File: config.mk
export PLATFORM = sky130hd
export DESIGN_NAME = sdram_port_arbiter
export DESIGN_NICKNAME = d
export VERILOG_FILES = /design/src/rtl/sdram_port_arbiter.sv
export SDC_FILE = /design/constraint.sdc
export NUM_CORES = 1
export LEC_CHECK = 0
export ABC_AREA = 1
export BUFFER_PORTS_ARGS = -buffer_cell sky130_fd_sc_hd__buf_2
export CAP_MARGIN = 20
export CORE_ASPECT_RATIO = 1.75
export CORE_MARGIN = 2
export CORE_UTILIZATION = 36
export CTS_BUF_LIST = sky130_fd_sc_hd__clkbuf_2 sky130_fd_sc_hd__clkbuf_4 sky130_fd_sc_hd__clkbuf_8
export DETAILED_ROUTE_END_ITERATION = 7
export GPL_TIMING_DRIVEN = 0
export PLACE_DENSITY = 0.84
export RECOVER_POWER = 25
export SYNTH_ARGS = -nofsm -noshare
export SYNTH_HDL_FRONTEND = slang
export SYNTH_SLANG_ARGS = --single-unit
File: constraint.sdc
create_clock -name clk -period 2.85 [get_ports clk]
set_input_delay 0.285 -clock clk [delete_from_list [all_inputs] [get_ports clk]]
set_output_delay 0.285 -clock clk [all_outputs]
set_load 0.01 [all_outputs]
File: src/rtl/sdram_port_arbiter.sv
// Round-robin arbiter sharing one SDRAM master port between two clients, with in-order read-tag routing.
// Define ARB_FIXED_PRIORITY_EN to make client 1 always win contention and keep the grant while it requests.
module sdram_port_arbiter #(
  parameter int ADDR_W      = 25,
  parameter int W           = 16,
  parameter int MAX_PENDING = 4
) (
  input  logic                             clk,
  input  logic                             rst,
  input  logic                             c0_read,
  input  logic                             c0_write,
  input  logic [ADDR_W-1:0]                c0_address,
  input  logic [W-1:0]                     c0_writedata,
  output logic                             c0_waitrequest,
  output logic [W-1:0]                     c0_readdata,
  output logic                             c0_readdatavalid,
  input  logic                             c1_read,
  input  logic                             c1_write,
  input  logic [ADDR_W-1:0]                c1_address,
  input  logic [W-1:0]                     c1_writedata,
  output logic                             c1_waitrequest,
  output logic [W-1:0]                     c1_readdata,
  output logic                             c1_readdatavalid,
  output logic                             m_read,
  output logic                             m_write,
  output logic [ADDR_W-1:0]                m_address,
  output logic [W-1:0]                     m_writedata,
  input  logic                             m_waitrequest,
  input  logic [W-1:0]                     m_readdata,
  input  logic                             m_readdatavalid,
  output logic [$clog2(MAX_PENDING):0]     pending,
  output logic                             err_orphan
);

  localparam int PW = $clog2(MAX_PENDING);
  localparam int CW = PW + 1;

  typedef enum logic [1:0] {NONE, G0, G1} state_t;

  state_t           state, state_nxt;
  logic             last;
  logic [PW-1:0]    wptr, rptr;
  logic [MAX_PENDING-1:0] tag_mem;

  logic             req0, req1;
  logic             sel_rd, sel_wr, rd_cmd, rd_block;
  logic [ADDR_W-1:0] sel_addr;
  logic [W-1:0]     sel_data;
  logic             full, pop, push, accept, tag_head;

  assign req0 = c0_read | c0_write;
  assign req1 = c1_read | c1_write;

  always_comb begin
    sel_rd   = 1'b0;
    sel_wr   = 1'b0;
    sel_addr = '0;
    sel_data = '0;
    case (state)
      G0: begin
        sel_rd   = c0_read;
        sel_wr   = c0_write;
        sel_addr = c0_address;
        sel_data = c0_writedata;
      end
      G1: begin
        sel_rd   = c1_read;
        sel_wr   = c1_write;
        sel_addr = c1_address;
        sel_data = c1_writedata;
      end
      default: ;
    endcase
  end

  // A response popping this cycle frees the slot, so a full FIFO need not block the read.
  assign full     = (pending == CW'(MAX_PENDING));
  assign pop      = m_readdatavalid && (pending != '0);
  assign rd_cmd   = sel_rd & ~sel_wr;
  assign rd_block = rd_cmd & full & ~pop;

  assign m_read      = rd_cmd & ~rd_block;
  assign m_write     = sel_wr;
  assign m_address   = sel_addr;
  assign m_writedata = sel_data;

  assign accept = (m_read | m_write) & ~m_waitrequest;
  assign push   = m_read & ~m_waitrequest;

  assign c0_waitrequest = ~((state == G0) & accept);
  assign c1_waitrequest = ~((state == G1) & accept);

  assign tag_head         = tag_mem[rptr];
  assign c0_readdatavalid = pop & ~tag_head;
  assign c1_readdatavalid = pop & tag_head;
  assign c0_readdata      = m_readdata;
  assign c1_readdata      = m_readdata;

  always_comb begin
    state_nxt = state;
    case (state)
      NONE: begin
        if (req0 && req1) begin
`ifdef ARB_FIXED_PRIORITY_EN
          state_nxt = G1;
`else
          state_nxt = last ? G0 : G1;
`endif
        end else if (req0) begin
          state_nxt = G0;
        end else if (req1) begin
          state_nxt = G1;
        end
      end
      G0: begin
        if (accept) begin
          if (req1)      state_nxt = G1;
          else if (req0) state_nxt = G0;
          else           state_nxt = NONE;
        end else if (!req0) begin
          state_nxt = NONE;
        end
      end
      G1: begin
        if (accept) begin
`ifdef ARB_FIXED_PRIORITY_EN
          if (req1)      state_nxt = G1;
          else if (req0) state_nxt = G0;
          else           state_nxt = NONE;
`else
          if (req0)      state_nxt = G0;
          else if (req1) state_nxt = G1;
          else           state_nxt = NONE;
`endif
        end else if (!req1) begin
          state_nxt = NONE;
        end
      end
      default: state_nxt = NONE;
    endcase
  end

  always_ff @(posedge clk) begin
    if (rst) state <= NONE;
    else     state <= state_nxt;
  end

  always_ff @(posedge clk) begin
    if (rst) begin
      last       <= 1'b1;
      wptr       <= '0;
      rptr       <= '0;
      pending    <= '0;
      err_orphan <= 1'b0;
    end else begin
      if (accept) last <= (state == G1);
      if (push)   wptr <= wptr + 1'b1;
      if (pop)    rptr <= rptr + 1'b1;
      case ({push, pop})
        2'b10:   pending <= pending + 1'b1;
        2'b01:   pending <= pending - 1'b1;
        default: ;
      endcase
      if (m_readdatavalid && (pending == '0)) err_orphan <= 1'b1;
    end
  end

  // Tag storage needs no reset: entries are only read behind a valid push.
  always_ff @(posedge clk) begin
    if (push) tag_mem[wptr] <= (state == G1);
  end

endmodule

==> qor.csv, run 1 <==
metric;value;unit
outcome;finished, final reports clean;
mostFrequentLayoutCell;buf_2;
fin_cells;521;
root_buffer;clkbuf_8;
ys_seq_area_frac;0.193;
p_switching;0.694;mW
syn_area;1760;sq um
power.total;1.39;mW
cpMaxStageDelayCell;fa_1;
ir_worst_vdd;0.584;mV
critPathCaptureType;register;
path_delay_family;adder cells;
clkPwrFrac;0.126;
p_int;0.693;mW
track_usage;0.215;
placed_area;2690;sq um
grt_pass1_wl;9530;microns
yosys_warnings;0;
synth_cells;293;
holdPathStages;2;
die_x;56.8;microns
critPathArrivalTime;2.76;ns
vias;2498;
cts_tree;done;
clk_path_buf_depth;2;
fin_crit_sh;0.926;
syn-num-nets;409;
avgSynthCellArea;6.00;sq um
p_seq_frac;0.190;
nNetsFinal;586;
nFillCells;497;
power_density;513;nW/um^2
hold-path-endpoint;state[0];
clock_latency;0.24;ns
routed_wl;6380;microns
whs;0.285;ns
area_growth;53.6;%
rr_worst_depth;14;
clkTransAtPathRegs;0.06;ns
tns;0;ns
postCtsSetupBuffers;0;
synth.top_cell.area_share;0.201;
layout-drive-gt1-share;0.429;
portBuffers;172;
path_cells;inv_1, ha_1, buf_4, nand2_1, a21oi_2, nand3_2, buf_2, ha_1, inv_1, fa_1, a21oi_1, o21ai_0, o21ai_0, a21oi_1;
rsz0062_at_grt;false;
clock-sinks;15;
firstDrtPassIters;4;
synthTopCellsByArea;nand2_1 20%, a21oi_1 15%, buf_4 14%;
place_ws;0.253;ns
hold_path_class;in2reg;
wl_per_cell;12.2;microns
startpoint_type;register;
pin_count;189;
cts_hold_buf;0;
gp_congestion;0.860;
via_per_inst;4.79;
power_frac_comb;0.683;
placedCellCount;517;
diodes;0;
hold_viol_final;0;
cts_resized;0;
worst-path-buf-inv;4;
hold_path_startpoint;rst;
initial_utilization;0.374;
rows;33;
p_leak;1.38;nW
setup_viol;0;
finalClockSkew;0.00126;ns
fin_crit;2.64;ns
critical-path-max-stage-delay;0.39;ns
switching_share;0.500;
die_h;96.5;microns
path_max_fanout;10;
stdcell_area;2700;sq um
grt_pass1_vias;2276;
ant_nets;0;
maxCapViolCount;0;
die-area;5480;sq um
drc;0;
worstMarginPinSlew;0.488;ns
core_area;4710;sq um
overflow;0;
drv_slew;0;
synth_top_area_cell;nand2_1;
yosysUniqueCellTypes;22;
grt_antenna_before_repair;0;
timing.rr.start;state[0];
cts_buffers;3;
grt_max_degree;11;
slew_headroom;0.675;
reg2reg_setup_slack;0.21;ns
clock.fmax;379;MHz
post-route-util;0.574;
cts_max_level;1;
ys_seq_elements;15;
criticalPathCategory;reg2reg;
drt-initial-drc-count;52;
crit_required;2.97;ns
postLayoutSetupSlackWorst;0.210;ns
detailed_place_hpwl;5500;microns
reg2reg_to;pending[2];
final_cell_mix;148 x buf_2, 94 x nand2_1, 52 x a21oi_1;
-- registers in the layout, indices dropped and copies added, names as in the netlist --
register	cells
err_orphan	1
last	1
pending	3
rptr	2
state	2
tag_mem	4
wptr	2
-- per-layer routing --
metal	vias up	GRT usage	wire length, microns
li1	1247	-	-
met1	1111	0.248	2470
met2	132	0.418	3320
met3	8	0.0266	529
met4	0	0.0484	60
met5	-	0	0
-- synth_stat cells --
cell type / count
o21ai_0: 6
dfxtp_1: 11
nor2_4: 1
fa_1: 1
o21ai_1: 3
nand2_2: 7
ha_1: 9
clkbuf_1: 12
inv_2: 2
nor2_1: 16
a32oi_1: 1
nand2_1: 94
a21oi_1: 52
buf_4: 33
buf_6: 1
edfxtp_1: 4
buf_2: 1
a21oi_2: 3
o211ai_1: 1
nand3_1: 8
nand3_2: 2
inv_1: 25
-- power by group through the flow --
| stage | Combinational [mW] | Sequential [mW] | Clock [mW] |
|---|---|---|---|
| floorplan | 0.624 | 0.266 | 0 |
| global placement | 0.937 | 0.267 | 0 |
| detailed placement | 0.954 | 0.268 | 0 |
| CTS | 0.958 | 0.263 | 0.179 |
| global route | 1.07 | 0.268 | 0.192 |
| finish | 0.948 | 0.264 | 0.175 |
-- how the worst max path moves through the flow --
stage	cells past startpoint	to	from	slack [ns]
global route	14	pending[2]	state[0]	0.02
global placement	14	pending[2]	state[0]	0.33
floorplan	14	pending[2]	state[0]	0.52
detailed placement	14	pending[2]	state[0]	0.25
CTS	14	pending[2]	state[0]	0.24
finish	14	pending[2]	state[0]	0.21
-- logic make-up after synthesis --
family	count (synthesis)	synth area share
simple gates	128	0.300
buf+inv	74	0.233
compound gates	66	0.198
flops	15	0.193
fa+ha+maj	10	0.0754
-- area by class of cell --
| type | count | area [sq um] | share of cell area |
|---|---|---|---|
| Timing Repair Buffer | 172 | 830 | 0.307 |
| Buffer | 47 | 309 | 0.114 |
| Sequential cell | 15 | 340 | 0.126 |
| Clock buffer | 4 | 48.8 | 0.0181 |
| Tap cell | 52 | 65.1 | 0.0241 |
| Multi-Input combinational cell | 204 | 1010 | 0.373 |
| Inverter | 27 | 101 | 0.0375 |
(Power assumes the default switching activity.)
==> run 2: changes to the inputs <==
- CORE_AREA: unset -> 2 2 73 75
- CORE_ASPECT_RATIO: 1.75 -> unset
- CORE_MARGIN: 2 -> unset
- CORE_UTILIZATION: 36 -> unset
- DIE_AREA: unset -> 0 0 75 77
- PLACE_DENSITY: 0.84 -> 0.83
- clock period: 2.85 -> 3.1 ns (I/O delays scaled with it)
==> run 2 against run 1 <==
Effect of this change: register-to-register slack gained 0.28 ns; count of clock-buffer cells in the layout did not move; total power down 7.9%; via count down 4.1%; clock skew grew 0.0011 ns; final area increased by 0.83%; flip-flop and latch count did not move; utilization down 2.7 points; clock power is 5% lower; largest power group unchanged; largest cell class unchanged; first-iteration DRC count rose to 2.8 times the previous value; sequential share of layout area is 0.10 points lower; hold slack worse by 0.0017 ns.
==> qor.csv, run 2 (synthesis gave the netlist of run 1 again) <==
metric;value;unit
cts_buffers;3;
die-area;5780;sq um
fin_crit;2.61;ns
detailed_place_hpwl;5070;microns
slew_headroom;0.672;
area_growth;54.9;%
tns;0;ns
rows;26;
drc;0;
drt-initial-drc-count;144;
cts_tree;done;
startpoint;state[0];
hold_path_class;in2reg;
top_regs;tag_mem: 4 flops, pending: 3 flops;
path_cells;inv_1, ha_1, buf_4, nand2_1, a21oi_2, nand3_2, buf_2, ha_1, inv_1, fa_1, a21oi_1, o21ai_0, o21ai_0, a21oi_1;
fin_cells;539;
pin_count;189;
grt_max_degree;11;
hold_path_startpoint;rst;
power_density;469;nW/um^2
setup_viol;0;
clock_latency;0.25;ns
portBuffers;172;
track_usage;0.201;
grt_pass1_wl;9380;microns
path_delay_family;adder cells;
routed_wl;6000;microns
post-route-util;0.548;
rsz0062_at_grt;false;
power.total;1.28;mW
met2_wirelength;3150;microns
placed_area;2710;sq um
cts_max_level;1;
layout-drive-gt1-share;0.429;
final_cell_mix;148 x buf_2, 94 x nand2_1, 52 x a21oi_1;
hold_viol_final;0;
ir_worst_vdd;0.175;mV
critPathArrivalTime;2.74;ns
drt-met1-wl;2370;microns
mostFrequentLayoutCell;buf_2;
grt_antenna_before_repair;0;
startpoint_type;register;
finalClockSkew;0.00234;ns
diodes;0;
crit_required;3.23;ns
maxCapViolCount;0;
path_max_fanout;10;
clkTransAtPathRegs;0.06;ns
die_x;75;microns
clock.fmax;384;MHz
vias;2395;
nNetsFinal;586;
met3_wirelength;395;microns
top_register;tag_mem;
clock-sinks;15;
worstMarginPinSlew;0.491;ns
drv_slew;0;
outcome;finished, final reports clean;
postCtsSetupBuffers;0;
via_per_inst;4.44;
timing.rr.start;state[0];
critical-path-max-stage-delay;0.38;ns
ant_nets;0;
fin_crit_sh;0.841;
topRoutingLayerUsed;met4;
core_area;4980;sq um
grt_pass1_vias;2200;
overflow;0;
initial_utilization;0.353;
largest_reg_flops;4;
criticalPathCategory;reg2reg;
worst-path-buf-inv;4;
nFillCells;508;
critPathCaptureType;register;
placedCellCount;535;
wl_per_cell;11.1;microns
root_buffer;clkbuf_8;
stdcell_area;2730;sq um
firstDrtPassIters;4;
cts_resized;0;
cts_hold_buf;0;
die_h;77;microns
p_leak;1.38;nW
clk_path_buf_depth;2;
gp_congestion;0.833;
cpMaxStageDelayCell;dfxtp_1;
-- run 2: area by class of cell --
| type | instances | area [sq um] | share of cell area |
|---|---|---|---|
| well taps | 70 | 87.6 | 0.0321 |
| inverters | 27 | 101 | 0.0372 |
| flip-flops and latches | 15 | 340 | 0.125 |
| clock buffers | 4 | 48.8 | 0.0179 |
| plain buffers | 47 | 309 | 0.113 |
| multi-input cells | 204 | 1010 | 0.370 |
| repair buffers | 172 | 830 | 0.304 |
-- run 2: through the flow --
step,worst slack (ns),hold slack (ns)
CTS,0.497,0.277
floorplan,0.775,0.372
global placement,0.575,0.436
global route,0.222,0.288
detailed placement,0.517,0.437
finish,0.493,0.283
-- run 2: worst paths after layout --
kind	slack [ns]	cells after the start	endpoint
setup / recovery	0.49	14	pending[2]
setup reg to reg	0.49	14	pending[2]
hold reg to reg	0.45	2	err_orphan
hold / removal	0.28	2	state[0]
-- run 2: routing by layer --
layer,vias up,global-route usage
li1,1248,-
met1,1049,0.218
met2,90,0.371
met3,8,0.0420
met4,0,0.0679
met5,-,0
-- run 2: power by group --
part           total (mW)  switching [mW]  internal [mW]
Combinational       0.869           0.555          0.314
Sequential          0.241          0.0171          0.224
Clock               0.167          0.0674         0.0997
==> run 3: changes to the inputs <==
- CORE_AREA: 2 2 73 75 -> unset
- CORE_ASPECT_RATIO: unset -> 1.75
- CORE_MARGIN: unset -> 2
- CORE_UTILIZATION: unset -> 33
- DIE_AREA: 0 0 75 77 -> unset
- PLACE_DENSITY: 0.83 -> 0.81
- clock period: 3.1 -> 2.3 ns (I/O delays scaled with it)
==> run 3 against run 2 <==
Effect of this change: total power up 43%; combinational power increased by 46%; setup slack got worse by 0.46 ns; count of clock-buffer cells in the layout stayed put; sequential power grew 39%; first-iteration DRC count down 31%; final cell count decreased by 1.9%; register-to-register slack got worse by 0.46 ns; flip-flop and latch count did not move; hold slack got worse by 0.088 ns; fmax up 15%; utilization down 1.4 points; critical path type unchanged; largest cell class unchanged.
==> qor.csv, run 3 (synthesis gave the netlist of run 1 again) <==
metric;value;unit
grt_antenna_before_repair;0;
cts_buffers;3;
die-area;5950;sq um
routed_wl;6230;microns
largest_reg_flops;4;
clock-sinks;15;
switching_share;0.496;
clkTransAtPathRegs;0.06;ns
post-route-util;0.534;
setup_viol;0;
critical-path-max-stage-delay;0.43;ns
cts_tree;done;
slew_headroom;0.661;
rsz0062_at_grt;true;
p_int;0.921;mW
rows;35;
ir_worst_vdd;0.287;mV
via_per_inst;4.66;
core_area;5210;sq um
clkPwrFrac;0.125;
finalClockSkew;0.00111;ns
area_growth;58.2;%
fin_crit_sh;0.983;
critPathArrivalTime;2.46;ns
worstMarginPinSlew;0.509;ns
clk_path_buf_depth;2;
cts_max_level;1;
crit_required;2.50;ns
hold_path_class;in2reg;
power.total;1.83;mW
portBuffers;172;
grt_pass1_wl;9450;microns
drt-initial-drc-count;100;
root_buffer;clkbuf_8;
drc;0;
startpoint_type;register;
placed_area;2690;sq um
layout-drive-gt1-share;0.458;
track_usage;0.201;
hold_viol_final;0;
p_seq_frac;0.183;
clock.fmax;442;MHz
firstDrtPassIters;4;
nNetsFinal;591;
drv_slew;0;
gp_congestion;0.813;
power_density;657;nW/um^2
grt_pass1_vias;2309;
critPathCaptureType;register;
overflow;0;
grt_max_degree;11;
cpMaxStageDelayCell;fa_2;
maxCapViolCount;0;
postLayoutSetupSlackWorst;0.0383;ns
place_ws;-0.236;ns
ant_nets;0;
die_h;101;microns
detailed_place_hpwl;5280;microns
pin_count;189;
final_cell_mix;147 x buf_2, 94 x nand2_1, 51 x a21oi_1;
vias;2463;
fin_crit;2.26;ns
p_switching;0.908;mW
path_cells;inv_2, ha_2, buf_6, nand2_2, nand2_2, a21oi_2, nand3_2, buf_6, ha_1, inv_2, fa_2, nor2_2, a21oi_1, nor2_1;
p_leak;1.41;nW
outcome;finished, final reports clean;
clock_latency;0.25;ns
path_max_fanout;4;
criticalPathCategory;reg2reg;
top_regs;tag_mem: 4 flops, pending: 3 flops;
mostFrequentLayoutCell;buf_2;
power_frac_comb;0.692;
diodes;0;
wl_per_cell;11.8;microns
die_x;59.2;microns
top_register;tag_mem;
stdcell_area;2780;sq um
initial_utilization;0.338;
[run 3: cell types whose count changed in the layout (fill, tap and decap cells not counted), sizes merged]
| cell | previous run | this run |
|---|---|---|
| buf | 182 | 187 |
[run 3: final timing paths]
path	startpoint	to	slack (ns)	cells past startpoint
worst max-delay path	state[1]	pending[1]	0.04	14
worst min-delay path	rst	state[0]	0.19	2
worst max register to register	state[1]	pending[1]	0.04	14
worst min register to register	err_orphan	err_orphan	0.45	2
[run 3: routing by layer]
layer / GRT usage / routed length, microns / part of all wire / vias to the layer above
li1: - / - / - / 1260
met1: 0.209 / 2220 / 0.36 / 1076
met2: 0.374 / 3370 / 0.54 / 116
met3: 0.0359 / 491 / 0.079 / 11
met4: 0.0857 / 143 / 0.023 / 0
met5: 0 / 0 / 0 / -
[run 3: cell type report]
cell class | instances | area [sq um]
buffer | 46 | 309
clock buffer | 4 | 48.8
fill | 565 | 2430
inverter | 27 | 104
multi-input combinational | 204 | 1030
sequential | 15 | 345
tap | 55 | 68.8
timing repair buffer | 178 | 875
[run 3: critical path, delay by kind of cell, from the launching register on]
| family | cells | cell delay, ns |
|---|---|---|
| simple gates | 5 | 0.47 |
| flops | 1 | 0.38 |
| compound gates | 2 | 0.19 |
| buf+inv | 4 | 0.40 |
| fa+ha+maj | 3 | 0.78 |
[run 3: what timing repair did]
action,CTS,global route
buffers inserted,4,2
pin swaps,0,2
hold buffers,0,0
gates resized for setup,11,8
endpoints found under the setup margin,2,7
[run 3: power groups by stage]
stage	clock (mW)	combinational [mW]	sequential, mW
detailed placement	0	1.20	0.331
floorplan	0	0.774	0.329
global placement	0	1.17	0.330
finish	0.228	1.27	0.335
CTS	0.231	1.28	0.333
global route	0.242	1.42	0.338
[run 3: metrics by stage]
step	setup TNS [ns]	hold WS (ns)	cells
4_1_cts	0	0.193	528
2_1_floorplan	0	0.292	293
5_1_grt	-0.165	0.208	529
3_3_place_gp	-0.239	0.433	520
6_report	0	0.195	529
3_5_place_dp	-0.361	0.438	520
